## src/rtl/uart_rx_param.sv

```systemverilog
// uart_rx_param: parametrised UART receiver.
//   The serial line is first passed through a synchroniser. A baud counter then
//   samples each bit at its centre. The word, together with its framing and
//   parity flags, is presented on a valid/ready interface.
// Ports:
//   clk        - single clock, rising edge
//   rst        - synchronous reset, active-high
//   rx_in      - asynchronous serial input, idle high
//   rx_data    - received word, held stable while rx_valid=1
//   rx_valid   - rx_data/frame_err/parity_err are valid
//   rx_ready   - consumer accepts the word when rx_valid && rx_ready
//   frame_err  - a stop bit was sampled low (qualified by rx_valid)
//   parity_err - parity mismatch (qualified by rx_valid, 0 when PARITY=0)
//   overrun    - sticky: a completed frame was dropped while a word was held
//   busy       - receiver is not idle
module uart_rx_param #(
  parameter int DATA_BITS    = 8,
  parameter int CLKS_PER_BIT = 16,
  parameter int PARITY       = 0,
  parameter int STOP_BITS    = 1,
  parameter int SYNC_STAGES  = 2
) (
  input  logic                 clk,
  input  logic                 rst,
  input  logic                 rx_in,
  output logic [DATA_BITS-1:0] rx_data,
  output logic                 rx_valid,
  input  logic                 rx_ready,
  output logic                 frame_err,
  output logic                 parity_err,
  output logic                 overrun,
  output logic                 busy
);

  localparam int CNT_W = $clog2(CLKS_PER_BIT);
  localparam logic [CNT_W-1:0] CNT_ZERO  = CNT_W'(0);
  localparam logic [CNT_W-1:0] CNT_ONE   = CNT_W'(1);
  localparam logic [CNT_W-1:0] CNT_MID   = CNT_W'((CLKS_PER_BIT - 1) / 2);
  localparam logic [CNT_W-1:0] CNT_LAST  = CNT_W'(CLKS_PER_BIT - 1);
  localparam logic [3:0]       DATA_LAST = 4'(DATA_BITS - 1);
  localparam logic [3:0]       STOP_LAST = 4'(STOP_BITS - 1);

  typedef enum logic [2:0] {
    ST_IDLE   = 3'd0,
    ST_START  = 3'd1,
    ST_DATA   = 3'd2,
    ST_PARITY = 3'd3,
    ST_STOP   = 3'd4,
    ST_BREAK  = 3'd5
  } state_t;

  // Returns 1 when the received parity bit does not match the data.
  function automatic logic parity_bad(input logic [DATA_BITS-1:0] data,
                                      input logic                 pbit);
    logic x;
    x = ^{data, pbit};
    if (PARITY == 1) begin
      parity_bad = ~x;
    end else if (PARITY == 2) begin
      parity_bad = x;
    end else begin
      parity_bad = 1'b0;
    end
  endfunction

  logic [SYNC_STAGES-1:0] sync_r;
  logic                   rx_s;
  state_t                 state_r, state_next_s;
  logic [CNT_W-1:0]       cnt_r, cnt_next_s;
  logic [3:0]             bit_r, bit_next_s;
  logic [DATA_BITS-1:0]   shift_r;
  logic                   ferr_r, perr_r, complete_r;
  logic                   mid_s, last_s, frame_bad_s, accept_s;
  logic                   start_s, shift_en_s, par_en_s, stop_en_s, done_s;

  assign rx_s        = sync_r[SYNC_STAGES-1];
  assign mid_s       = (cnt_r == CNT_MID);
  assign last_s      = (cnt_r == CNT_LAST);
  // The stop error includes the sample being taken this cycle.
  assign frame_bad_s = ferr_r | ~rx_s;
  assign accept_s    = rx_valid & rx_ready;

  // Synchroniser chain, preset to the idle level.
  always_ff @(posedge clk) begin
    if (rst) begin
      sync_r <= {SYNC_STAGES{1'b1}};
    end else begin
      sync_r <= {sync_r[SYNC_STAGES-2:0], rx_in};
    end
  end

  // FSM state register.
  always_ff @(posedge clk) begin
    if (rst) begin
      state_r <= ST_IDLE;
    end else begin
      state_r <= state_next_s;
    end
  end

  // FSM next-state logic.
  always_comb begin
    state_next_s = state_r;
    case (state_r)
      ST_IDLE: begin
        if (rx_s == 1'b0) state_next_s = ST_START;
        else              state_next_s = ST_IDLE;
      end
      ST_START: begin
        if (mid_s && rx_s)  state_next_s = ST_IDLE;   // glitch, not a start bit
        else if (mid_s)     state_next_s = ST_DATA;
        else                state_next_s = ST_START;
      end
      ST_DATA: begin
        if (last_s && (bit_r == DATA_LAST)) begin
          state_next_s = (PARITY != 0) ? ST_PARITY : ST_STOP;
        end else begin
          state_next_s = ST_DATA;
        end
      end
      ST_PARITY: begin
        if (last_s) state_next_s = ST_STOP;
        else        state_next_s = ST_PARITY;
      end
      ST_STOP: begin
        // Leave right after the last stop sample so a back-to-back start is seen.
        if (last_s && (bit_r == STOP_LAST)) begin
          if (frame_bad_s && (shift_r == {DATA_BITS{1'b0}})) state_next_s = ST_BREAK;
          else                                                state_next_s = ST_IDLE;
        end else begin
          state_next_s = ST_STOP;
        end
      end
      ST_BREAK: begin
        if (rx_s) state_next_s = ST_IDLE;
        else      state_next_s = ST_BREAK;
      end
      default: state_next_s = ST_IDLE;
    endcase
  end

  // FSM outputs: baud/bit counter updates and datapath strobes.
  always_comb begin
    cnt_next_s = cnt_r + CNT_ONE;
    bit_next_s = bit_r;
    start_s    = 1'b0;
    shift_en_s = 1'b0;
    par_en_s   = 1'b0;
    stop_en_s  = 1'b0;
    done_s     = 1'b0;
    case (state_r)
      ST_IDLE: begin
        cnt_next_s = CNT_ZERO;
        bit_next_s = 4'd0;
        start_s    = ~rx_s;
      end
      ST_START: begin
        // After the mid-start sample, every later sample is one full bit later.
        if (mid_s) cnt_next_s = CNT_ZERO;
        else       cnt_next_s = cnt_r + CNT_ONE;
        bit_next_s = 4'd0;
      end
      ST_DATA: begin
        if (last_s) begin
          cnt_next_s = CNT_ZERO;
          shift_en_s = 1'b1;
          if (bit_r == DATA_LAST) bit_next_s = 4'd0;
          else                    bit_next_s = bit_r + 4'd1;
        end else begin
          cnt_next_s = cnt_r + CNT_ONE;
        end
      end
      ST_PARITY: begin
        if (last_s) begin
          cnt_next_s = CNT_ZERO;
          par_en_s   = 1'b1;
        end else begin
          cnt_next_s = cnt_r + CNT_ONE;
        end
      end
      ST_STOP: begin
        if (last_s) begin
          cnt_next_s = CNT_ZERO;
          stop_en_s  = 1'b1;
          if (bit_r == STOP_LAST) begin
            done_s     = 1'b1;
            bit_next_s = 4'd0;
          end else begin
            bit_next_s = bit_r + 4'd1;
          end
        end else begin
          cnt_next_s = cnt_r + CNT_ONE;
        end
      end
      ST_BREAK: begin
        cnt_next_s = CNT_ZERO;
        bit_next_s = 4'd0;
      end
      default: begin
        cnt_next_s = CNT_ZERO;
        bit_next_s = 4'd0;
      end
    endcase
  end

  // Frame datapath: counters, shift register, per-frame error accumulation.
  always_ff @(posedge clk) begin
    if (rst) begin
      cnt_r      <= CNT_ZERO;
      bit_r      <= 4'd0;
      shift_r    <= {DATA_BITS{1'b0}};
      ferr_r     <= 1'b0;
      perr_r     <= 1'b0;
      complete_r <= 1'b0;
      busy       <= 1'b0;
    end else begin
      cnt_r      <= cnt_next_s;
      bit_r      <= bit_next_s;
      complete_r <= done_s;
      busy       <= (state_next_s != ST_IDLE);
      if (shift_en_s) shift_r <= {rx_s, shift_r[DATA_BITS-1:1]};
      // Flags are cleared at the next start, after the completion cycle has used them.
      if (start_s) begin
        ferr_r <= 1'b0;
        perr_r <= 1'b0;
      end else begin
        if (stop_en_s) ferr_r <= frame_bad_s;
        if (par_en_s)  perr_r <= parity_bad(shift_r, rx_s);
      end
    end
  end

  // Holding register, valid/ready handshake and overrun tracking.
  always_ff @(posedge clk) begin
    if (rst) begin
      rx_data    <= {DATA_BITS{1'b0}};
      rx_valid   <= 1'b0;
      frame_err  <= 1'b0;
      parity_err <= 1'b0;
      overrun    <= 1'b0;
    end else begin
      if (complete_r && (!rx_valid || accept_s)) begin
        rx_data    <= shift_r;
        frame_err  <= ferr_r;
        parity_err <= perr_r;
        rx_valid   <= 1'b1;
      end else if (accept_s) begin
        rx_valid   <= 1'b0;
      end
      if (complete_r && rx_valid && !rx_ready) overrun <= 1'b1;
      else if (accept_s)                       overrun <= 1'b0;
    end
  end

endmodule

```

## config.mk

```make
export PLATFORM = sky130hd
export DESIGN_NAME = uart_rx_param
export DESIGN_NICKNAME = d
export VERILOG_FILES = /design/src/rtl/uart_rx_param.sv
export SDC_FILE = /design/constraint.sdc
export NUM_CORES = 1
export LEC_CHECK = 0
export ABC_AREA = 1
export BUFFER_PORTS_ARGS = -buffer_cell sky130_fd_sc_hd__buf_2
export CORE_UTILIZATION = 56
export CTS_CLUSTER_SIZE = 10
export DETAILED_ROUTE_END_ITERATION = 8
export GPL_TIMING_DRIVEN = 0
export PLACE_DENSITY = 0.77
export SYNTH_ARGS = -nofsm -noshare
export SYNTH_HDL_FRONTEND = slang
export SYNTH_SLANG_ARGS = --single-unit
```

## constraint.sdc

```tcl
create_clock -name clk -period 1.5 [get_ports clk]
set_input_delay 0.15 -clock clk [delete_from_list [all_inputs] [get_ports clk]]
set_output_delay 0.15 -clock clk [all_outputs]
set_load 0.005 [all_outputs]
```

After elaboration in Yosys (flattened, before gate mapping)
Cells that the tools add are included.

Input port bits: 4. Output and inout bits: 13. Logic and storage cells: 75. Register bits: 35.

Reduce and logical (&&, ||, !) cells: 20. $add $sub $neg: 2. Equality and inequality tests: 10. Bitwise gates (word level): 6. Mux-type cells: 25.

Operators with widths (count): $mux W4 (6); $pmux W3 S6 (1); $mux W3 (5); $pmux W4 S3 (1); $mux W1 (9); $add A4 B1 Y4 const B (2); $eq A4 B3 Y1 const B (2); $logic_not A8 Y1 (1); $pmux W4 S2 (1); $logic_and A1 B1 Y1 (7); $eq A3 B2 Y1 const B (2); $eq A3 B3 Y1 const B (2); $reduce_or A3 Y1 (2); $eq A4 B4 Y1 const B (1); $logic_not A4 Y1 (1); $mux W2 (2); $ne A2 B2 Y1 const B (2); $not A1 Y1 (4); $reduce_bool A2 Y1 (2); $eq A3 B1 Y1 const B (1); $logic_not A3 Y1 (1); $reduce_and A3 Y1 (1); $reduce_bool A3 Y1 (1); $logic_not A1 Y1 (2); 4 further kinds (4).

Logic depth before layout (Yosys ltp)
Word-level depth: 7. Depth in mapped cells: 10. Depth with buffers taken out: 10.

Worst setup path before layout
Ideal clock, no wire load.

Kind: reg2reg. Start: register cnt_r[0]. End: register cnt_r[3]. Buffers on the path: 0. Library setup time: 131 ps. Cell stages (with the launch flop): 9. Period minus slack after synthesis: 1298 ps. Path slack: 202 ps. Data required time: 1369 ps. Arrival: 1166 ps. Cells stage by stage: dfxtp_1 ha_1 nand2_2 nor2_4 inv_2 nand2_1 nand2_1 a21oi_1 nor3_1.

Word-level cells in the longest chain between the ends: 3. Elaborated cells on any way between the ends: 6. Those cells by class: add/sub: 1; eq/ne: 2; mux: 3.

Ends and longest elaborated chain: from (decl) (line 69) `logic [CNT_W-1:0] cnt_r, cnt_next_s;`; from (signal assigned) (line 217) `cnt_r <= cnt_next_s;`; $add A4 B1 Y4 (tied with other cells); $mux W4, on equally long branches; $pmux W4 S2 (*) (line 151) `case (state_r)`.

Mark *: on every way between the ends. The rest lies on a longest branch, timed or not. A chain may end at the register's enable or synchronous reset.

Final worst setup path
Start: register cnt_r[0]. End: register busy.

Word-level cells in the longest chain between the ends: 5. Elaborated cells on any way between the ends: 12. Those cells by class: eq/ne: 2; mux: 6; reduce/logical: 4.

Ends and longest elaborated chain: $eq A4 B3 Y1 / $eq A4 B4 Y1 (equally long branches) (line 77, 78); $mux W2 (tied with other cells) (line 111) `else if (mid_s) state_next_s = ST_DATA;`; $mux W2 (tied with other cells) (line 110) `if (mid_s && rx_s) state_next_s = ST_IDLE;`; $pmux W3 S6 (*) (line 104) `case (state_r)`; $reduce_bool A3 Y1 (*) (line 220) `busy <= (state_next_s != ST_IDLE);`; to (signal assigned) (line 220); to (decl) (line 32) `output logic busy`.

Marked as above.

==> results.md <==
- The run finished with clean final reports.
- In the final layout, the share of cells above drive strength 1 is 0.216.
- Data on the critical path arrives at its endpoint at ~1.7 ns.
- The tree is rooted in a clkbuf_4.
- The class of the tightest hold or removal check is input port to flip-flop.
- The number of clock buffers inserted by TritonCTS is 5.
- The remaining antenna violation count is 0.
- The worst setup path is captured at a flip-flop.
- The part of the total power dissipated in the clock network is 0.325.
- The routability congestion estimate from global placement is around 0.85.
- The total negative slack is 0 ns.
- The number of warnings issued by yosys is 0.
- The starting utilization of the core area is 0.612.
- The critical path class is flip-flop to flip-flop.
- Across the routed clock network, the largest skew measured is ~0.0063 ns.
- The post-route minimum period is 1.44 ns.
- Setup slack closes at roughly 0.063 ns.
- The net count reported at finish is between 200 and 250.
- The number of global-route vias before repair is around 1300.
- Wires add up to approximately 3300 µm.
- The maximum operating frequency is just under 0.7 GHz.
- The total core area is 0.00254 mm².
- Row generation in the floorplan step produced 18 rows.
- For this design the ratio of total power to cell area is around 840 mW/mm².
- Entering global routing, the biggest net connects 11 pins.
- The height of the die is around 55 µm.
- The count of buffers inserted at the top-level ports is 15.
- The worst-skew pair later-pin latency is around 0.33 ns.
- The area fraction of the dominant cell type after synthesis is 0.450.
- The total congestion overflow after global routing is 0.
- The proportion of power drawn by flip-flops and latches is 0.633.
- The TritonCTS clock tree is built.
- The setup slack at placement is roughly 0.011 ns.
- The clock-pin slew of the registers on the worst-case setup and hold paths is around 0.1 ns.
- The number of placed instances, taps included, is 252.
- In this run, the number of DRC markers left after iteration 0 of detailed routing was 42.
- The floorplan step defined a die boundary enclosing around 0.0030 mm².
- Of the total power, the share spent switching nets is 0.231.
- In this run the worst path has a maximum fanout of 6.
- The via count normalized by instance count is about 5.4.
- The number of clock sinks is 35.
- The clock passes through at most 2 buffers.
- In this run, synthesis produced a sequential element count of 35.
- The total power of the final layout is between 0.001 and 0.0015 W.
- The number of setup violations in the final report is 0.
- The max-capacitance violation count is 0.
- The most frequent standard cell in the layout excluding fill and tap cells is nand2_1.
- In this run, distinct cell masters in the synthesized netlist total 27.
- The number of antenna violations at the first check in global routing was 0.
- The number of hold violations in the final report is 0.
- The library cells used most frequently in the layout, excluding fill and tap cells, are nand2_1, dfxtp_1, a21oi_1, inv_1, nor2_1.
- The combinational power share is 0.041.
- For the worst setup path, the data required time is between 1.5 and 2 ns.
- Dividing the detail-routed wire length by the instance count gives 12.7 µm.
- Sorting the synthesized cells by area gives the leading types as dfxtp_1, nand2_1, a21oi_1.
- The design internal power is around 0.0011 W.
- From synthesis to final layout, the design area changed by 13.2%.
- Synthesis produced ~210 cells.
- Across all layers, the routed design uses between 1000 and 1500 vias.
- The worst setup path is launched from a flip-flop.
- CTS built an H-tree with a depth of 2.
- The antenna cell count is 0.
- The final cell count without fillers is about 260.
- The synthesized design spends more area on one cell type than any other, namely dfxtp_1.
- The leakage power figure is between 0.7 and 0.8 nW.
- IR analysis of the VDD net gives a maximum drop of approximately 720 µV.
- In this run the horizontal extent of the chip is 54.7 µm.
- The synthesized cell area is between 0.0015 and 0.002 mm².
- Setup repair after global routing could not meet its margin everywhere.
- The remaining design rule violation count is 0.
- For this run, the register share of the synthesized area comes to 0.450.
- The mean area per synthesized cell is roughly 7.5 µm².
- For this run, the detailed router's first-pass iteration total came to 4.
- The net switching component of the power is approximately 0.00034 W.
- Dividing the final minimum period by the clock period gives 0.958.
- The synthesized netlist net count is approximately 210.
- The global-route total usage across every layer is 0.248.
- The I/O pin total is 17.
- The first-pass GRT wire length is 5220 µm.
- The number of max-slew violations in the final report is 0.
- Detailed placement finished with a half-perimeter wire length of ~2500 µm.
[sequential cells by signal, summed over array words and instances (netlist names)]
signal,flops
frame_err,1
rx_valid,1
ferr_r,1
complete_r,1
busy,1
rx_data,8
shift_r,8
bit_r,4
sync_r,2
state_r,3
overrun,1
cnt_r,4
[layer usage]
metal | GRT usage | part of all wire
met1 | 0.297 | 0.43
met2 | 0.410 | 0.50
met3 | 0.0667 | 0.048
met4 | 0.111 | 0.013
met5 | 0 | 0
[power groups by stage]
stage          Sequential (W)  Clock [W]  Combinational, W
3_3_place_gp         0.000961          0         0.0000558
3_5_place_dp         0.000961          0         0.0000579
4_1_cts              0.000940   0.000489         0.0000602
6_report             0.000939   0.000482         0.0000613
2_1_floorplan        0.000960          0         0.0000406
5_1_grt              0.000940   0.000532         0.0000701
[per-stage QoR]
step	util	hold slack (ns)	instance area [µm²]
3_3_place_gp	0.656	0.335	1670
2_1_floorplan	-	0.250	1560
6_report	0.692	0.0375	1760
5_1_grt	0.692	0.0336	1760
4_1_cts	0.679	0.0225	1730
3_5_place_dp	0.656	0.339	1670
[worst max-delay path, cell delays in order, from the launching register on]
cell	delay, ns
dfxtp_4	0.38
ha_4	0.14
nand2_2	0.06
nor2_4	0.22
nand3_1	0.16
o21ai_1	0.16
nand2_1	0.07
nand2_1	0.08
nand2_1	0.07
[synthesized netlist by cell type (all sizes together)]
| master | number |
|---|---|
| a211oi | 1 |
| a21oi | 26 |
| buf | 4 |
| clkbuf | 2 |
| conb | 1 |
| dfxtp | 35 |
| ha | 3 |
| inv | 27 |
| nand2 | 40 |
| nand3 | 15 |
| nand4 | 2 |
| nor2 | 23 |
| nor3 | 3 |
| o21ai | 21 |
| o221ai | 1 |
| or2 | 2 |
| xor2 | 1 |
[layout make-up]
class / instances / area [µm²]
clock inverters: 1 / 5.00
inverters: 27 / 104
plain buffers: 6 / 42.5
clock buffers: 7 / 45.0
well taps: 30 / 37.5
fillers: 222 / 783
repair buffers: 16 / 85.1
flip-flops and latches: 35 / 708
multi-input cells: 139 / 734
[path summary, 6_finish.rpt]
check	start	to	slack [ns]	cells after the start
setup reg to reg	cnt_r[0]	busy	0.06	8
setup / recovery	cnt_r[0]	busy	0.06	8
hold / removal	rx_ready	overrun	0.04	2
hold reg to reg	sync_r[0]	sync_r[1]	0.43	1
[kinds of logic (layout without fill, tap and decap cells)]
family / count (synthesis) / count (layout) / synth area share
XOR/XNOR: 1 / 1 / 0.00563
flip-flops: 35 / 35 / 0.450
buffers and inverters: 33 / 57 / 0.0924
adder cells (fa/ha/maj): 3 / 3 / 0.0241
other: 1 / 1 / 0.00241
AND/OR/NAND/NOR: 85 / 85 / 0.256
AO/OA/AOI/OAI: 49 / 49 / 0.169
[what timing repair did]
item / in CTS / in global routing
setup endpoints to repair: 2 / 9
pin swaps: 0 / 3
buffers inserted: 0 / 0
hold buffers: 1 / 0
hold endpoints to repair: 1 / 0
gates resized for setup: 0 / 12
No activity file was read; power rests on OpenSTA's default activity.
